$ cat src/rtl/mux_pkg.sv
// Shared definitions for the mux_arbiter slice: sel_mode encodings and clog2 helper.
package mux_pkg;

  typedef enum logic {
    MODE_ARB    = 1'b0,
    MODE_FORCED = 1'b1
  } mode_e;

  function automatic int clog2(input int n);
    int r;
    r = 0;
    for (int i = 0; i < 32; i++)
      if ((1 << r) < n) r++;
    return r;
  endfunction

endpackage

$ cat src/rtl/mux_grant.sv
// Combinational grant: forced select, or rotating priority search starting at i_ptr.
// With i_ptr tied to zero the search degenerates to plain fixed priority.
module mux_grant
  import mux_pkg::*;
#(
  parameter int NCH = 4,
  parameter int SW  = clog2(NCH)
) (
  input  logic [NCH-1:0] i_valid,
  input  logic           i_mode,
  input  logic [SW-1:0]  i_sel,
  input  logic [SW-1:0]  i_ptr,
  output logic [NCH-1:0] o_gnt,
  output logic           o_gnt_vld,
  output logic [SW-1:0]  o_idx
);

  logic [NCH-1:0] w_rot;
  int             w_sum;

  always_comb begin
    o_gnt_vld = 1'b0;
    o_idx     = '0;
    w_sum     = 0;
    w_rot     = NCH'({i_valid, i_valid} >> i_ptr);
    if (mode_e'(i_mode) == MODE_FORCED) begin
      // sel values at or above NCH never match a loop index, so they grant nothing
      for (int i = 0; i < NCH; i++)
        if (i_sel == SW'(i) && i_valid[i]) begin
          o_gnt_vld = 1'b1;
          o_idx     = SW'(i);
        end
    end else begin
      // descending scan: the lowest rotated position wins
      for (int j = NCH - 1; j >= 0; j--)
        if (w_rot[j]) begin
          o_gnt_vld = 1'b1;
          w_sum     = j + int'(i_ptr);
          if (w_sum >= NCH) w_sum = w_sum - NCH;
          o_idx     = SW'(w_sum);
        end
    end
    for (int i = 0; i < NCH; i++)
      o_gnt[i] = o_gnt_vld && (o_idx == SW'(i));
  end

endmodule

$ cat src/rtl/mux_arbiter.sv
// NCH-to-1 registered mux with fixed-priority / forced-select arbitration.
// Define MUX_ARBITER_RR_EN to make arbitrated mode round-robin.
module mux_arbiter
  import mux_pkg::*;
#(
  parameter int WIDTH = 32,
  parameter int NCH   = 4
) (
  input  logic                    clk,
  input  logic                    rst_n,
  input  logic [NCH-1:0]          in_valid,
  input  logic [NCH*WIDTH-1:0]    in_data,
  output logic [NCH-1:0]          in_ready,
  input  logic                    sel_mode,
  input  logic [clog2(NCH)-1:0]   sel,
  output logic                    out_valid,
  output logic [WIDTH-1:0]        out_data,
  output logic [clog2(NCH)-1:0]   out_ch,
  input  logic                    out_ready
);

  localparam int SW = clog2(NCH);

  logic             r_out_valid;
  logic [WIDTH-1:0] r_out_data;
  logic [SW-1:0]    r_out_ch;

  logic [NCH-1:0]   w_gnt;
  logic             w_gnt_vld;
  logic [SW-1:0]    w_idx;
  logic [SW-1:0]    w_ptr;
  logic             w_load;
  logic             w_xfer;
  logic [WIDTH-1:0] w_data;

`ifdef MUX_ARBITER_RR_EN
  logic [SW-1:0] r_ptr;

  // forced transfers leave the rotation where it was
  always_ff @(posedge clk or negedge rst_n) begin
    if (!rst_n)
      r_ptr <= '0;
    else if (w_xfer && mode_e'(sel_mode) == MODE_ARB)
      r_ptr <= (w_idx == SW'(NCH - 1)) ? '0 : w_idx + 1'b1;
  end

  assign w_ptr = r_ptr;
`else
  assign w_ptr = '0;
`endif

  mux_grant #(.NCH(NCH), .SW(SW)) u_grant (
    .i_valid   (in_valid),
    .i_mode    (sel_mode),
    .i_sel     (sel),
    .i_ptr     (w_ptr),
    .o_gnt     (w_gnt),
    .o_gnt_vld (w_gnt_vld),
    .o_idx     (w_idx)
  );

  // rst_n gates ready so nothing is accepted while reset is held
  assign w_load   = (~r_out_valid | out_ready) & rst_n;
  assign w_xfer   = w_gnt_vld & w_load;
  assign in_ready = w_gnt & {NCH{w_load}};

  always_comb begin
    w_data = '0;
    for (int i = 0; i < NCH; i++)
      if (w_idx == SW'(i)) w_data = in_data[i*WIDTH +: WIDTH];
  end

  always_ff @(posedge clk or negedge rst_n) begin
    if (!rst_n) begin
      r_out_valid <= 1'b0;
      r_out_data  <= '0;
      r_out_ch    <= '0;
    end else if (w_xfer) begin
      r_out_valid <= 1'b1;
      r_out_data  <= w_data;
      r_out_ch    <= w_idx;
    end else if (out_ready) begin
      r_out_valid <= 1'b0;
    end
  end

  assign out_valid = r_out_valid;
  assign out_data  = r_out_data;
  assign out_ch    = r_out_ch;

endmodule

$ cat config.mk
export PLATFORM = sky130hd
export DESIGN_NAME = mux_arbiter
export DESIGN_NICKNAME = d
export VERILOG_FILES = /design/src/rtl/mux_pkg.sv /design/src/rtl/mux_grant.sv /design/src/rtl/mux_arbiter.sv
export SDC_FILE = /design/constraint.sdc
export NUM_CORES = 1
export LEC_CHECK = 0
export ABC_AREA = 1
export BUFFER_PORTS_ARGS = -buffer_cell sky130_fd_sc_hd__buf_2
export CAP_MARGIN = 20
export CORE_MARGIN = 4
export CORE_UTILIZATION = 46
export DETAILED_ROUTE_END_ITERATION = 8
export GPL_ROUTABILITY_DRIVEN = 0
export GPL_TIMING_DRIVEN = 0
export PLACE_DENSITY = 0.95
export SLEW_MARGIN = 0
export SYNTH_ARGS = -nofsm -noshare
export SYNTH_HDL_FRONTEND = slang
export SYNTH_HIERARCHICAL = 1
export SYNTH_SLANG_ARGS = --single-unit
$ cat constraint.sdc
create_clock -name clk -period 3 [get_ports clk]
set_clock_uncertainty 0.2 [all_clocks]
set_input_delay 0 -clock clk [delete_from_list [all_inputs] [get_ports clk]]
set_output_delay 0 -clock clk [all_outputs]
set_load 0.02 [all_outputs]
==> flow_metrics.env <==
export IMPL_status="finished, final reports clean"
export IMPL_drc=0
export IMPL_die_w_um=84.55
export IMPL_min_path_type="in -> async"
export IMPL_worstReg2RegEnd="out_data[12]"
export IMPL_antenna_found_initial=1
export IMPL_drive_gt1_frac=0.3203
export IMPL_synthesis_area_um2=2695
export IMPL_grt_usage=0.3975
export IMPL_grt_ovfl_total=0
export IMPL_grt_max_degree=38
export IMPL_pin_count=177
export IMPL_clk_latency_ps=280
export IMPL_final_max_slew_viol_count=0
export IMPL_cts_sinks=35
export IMPL_required_ps=2980
export IMPL_dp_hpwl_um=7667
export IMPL_firstDrtPassIters=8
export IMPL_coreArea_um2=5608
export IMPL_grt_setup_unrepaired="no"
export IMPL_clock_path_buffers=2
export IMPL_ff2ff_path_depth=7
export IMPL_areaGrowthSynthToFinish_pct=76.14
export IMPL_root_buffer="clkbuf_8"
export IMPL_die_h_um=84.55
export IMPL_endpoint_kind="flop"
export IMPL_drt_iter0_drc=434
export IMPL_final_setup_viol_count=0
export IMPL_final_hold_viol_count=0
export IMPL_cellPowerDensity_nw_per_um2=486.0
export IMPL_antenna_left=0
export IMPL_p_leak_nw=2.577
export IMPL_start_util=0.4806
export IMPL_yosysUniqueCellTypes=26
export IMPL_cts_tree="built"
export IMPL_clkTransAtPathRegs_ps=90
export IMPL_cp_arrival_ps=2850
export IMPL_grt_pass1_wl_um=22680
export IMPL_die_area_um2=7148
export IMPL_drv_cap=0
export IMPL_ys_seq_area_frac=0.3250
export IMPL_fmax_mhz=348.6
export IMPL_vias=4593
export IMPL_total_power_mw=2.307
export IMPL_timing_setup_tns_ps=0
export IMPL_critPathLaunchType="input pin"
export IMPL_reg2reg_from="out_valid"
export IMPL_max_vdd_ir_drop_v=0.0003130
export IMPL_period_share=0.9563
export IMPL_synth_warnings=6
export IMPL_finalNetCount=855
export IMPL_io_buffer_count=176
export IMPL_syn_mean_instance_area_um2=6.153
export IMPL_grt_pass1_vias=4827
export IMPL_worstMarginPinSlew_ps=562.0
export IMPL_syn_inst=438
export IMPL_synth_seq_cells=35
export IMPL_max_slew_margin=0.6253
export IMPL_num_rows=27
export IMPL_finalCriticalPeriod_ps=2869
export IMPL_crit_fanout=10
export IMPL_r2r_slack_ps=740
export IMPL_num_fill_cells=311
export IMPL_path_class="in -> reg"
export IMPL_routed_wl_um=14470
export IMPL_wl_per_cell_um=18.26
export IMPL_htree_num_levels=2
export IMPL_via_per_inst=5.799
export IMPL_numCtsBuffers=5
synth_stat cells (all sizes together):
cell type / number / share of area
nand2: 157 / 0.23
nand3: 80 / 0.15
nor2: 73 / 0.11
dfrtp: 35 / 0.32
o21ai: 34 / 0.063
buf: 24 / 0.060
inv: 19 / 0.028
clkbuf: 5 / 0.0070
nor3: 3 / 0.0056
a21oi: 2 / 0.0037
a31oi: 1 / 0.0023
and2: 1 / 0.0033
conb: 1 / 0.0014
nand3b: 1 / 0.0028
nand4: 1 / 0.0023
xnor2: 1 / 0.0033
cells in the final DEF, fill, tap and decap left out, drive strengths merged:
cell type      n
inv           19
o21ai         34
a21oi          2
buf          197
and2           1
diode          2
bufinv         1
clkinv         2
conb           2
nand2        157
dfrtp         35
nand4          1
nor3           3
dlygate4sd3   95
nand3         80
nand3b         1
clkbuf        13
a31oi          1
nor2          73
xnor2          1
worst max path at each step:
stage                startpoint      endpoint  slack (ps)  cells after the start
detailed placement  in_valid[0]  out_data[12]        1000                     16
finish              in_valid[2]  out_data[12]         130                     18
CTS                 in_valid[0]  out_data[16]         210                     18
global route        in_valid[0]   out_data[2]           3                     19
floorplan           in_valid[2]  out_data[12]        1440                     15
global placement    in_valid[2]  out_data[15]        1100                     16
sequential cells by signal, indices dropped and copies added, names as in the netlist:
register,cells
out_data,32
out_ch,2
out_valid,1
repair_timing:
item / in CTS / in global routing
endpoints found under the hold margin: 68 / 0
endpoints found under the setup margin: 0 / 12
buffers inserted: 0 / 0
hold buffers: 95 / 0
gates resized for setup: 0 / 5
metal layers:
layer,routed length (um),vias up,global-route usage
li1,-,1954,-
met1,4628,2025,0.4149
met2,6949,485,0.7046
met3,1808,129,0.1070
met4,1078,0,0.2432
met5,0,-,0
worst max-delay path: stages:
cell and delay [ps]:
buf_2 110, inv_1 80, nand2_2 70, nand3_1 80, and2_4 150, nand2_1 50, nand2_1 60, nand2_1 50
nand2_2 80, inv_2 80, buf_4 190, buf_2 200, o21ai_0 230, nand3_1 110, dlygate4sd3_1 570, nand2_1 60
dlygate4sd3_1 590, nand2_1 80
metrics by stage:
stage               std cells  hold slack [ps]    util  setup WS (ps)  cell area, um^2
floorplan                 439           -495.6       -           1436             2699
global placement          687           -67.57  0.6544           1096             3670
detailed placement        687           -34.00  0.6544           1001             3670
CTS                       790            206.9  0.8440          208.7             4733
global route              791            109.5  0.8461          3.399             4745
finish                    792            63.76  0.8465          131.2             4747
cell type report:
class                   instances  area (um^2)  share of cell area
diodes                          2        5.005            0.001054
plain buffers                  29        186.4             0.03927
clock buffers                   5        68.82             0.01450
clock inverters                 3        43.79            0.009225
inverters                      19        76.32             0.01608
multi-input cells             356         1567              0.3300
flip-flops and latches         35        875.8              0.1845
well taps                      72        90.09             0.01898
repair buffers                271         1834              0.3864
power by group:
part	internal (mW)	total (mW)	switching [mW]
Clock	0.248	0.440	0.192
Sequential	0.595	0.674	0.0798
Combinational	0.494	1.19	0.698
Total	1.34	2.31	0.970
kinds of logic (layout without fill, tap and decap cells):
kind of cell	Yosys count	after routing	synth area share
buffers and inverters	48	327	0.09517
other	1	4	0.001391
DFF	35	35	0.3250
xor gates and xnor gates	1	1	0.003250
and+or+nand+nor	316	316	0.5060
AOI/OAI and AO/OA	37	37	0.06918
Power figures use the tool's default switching activity.
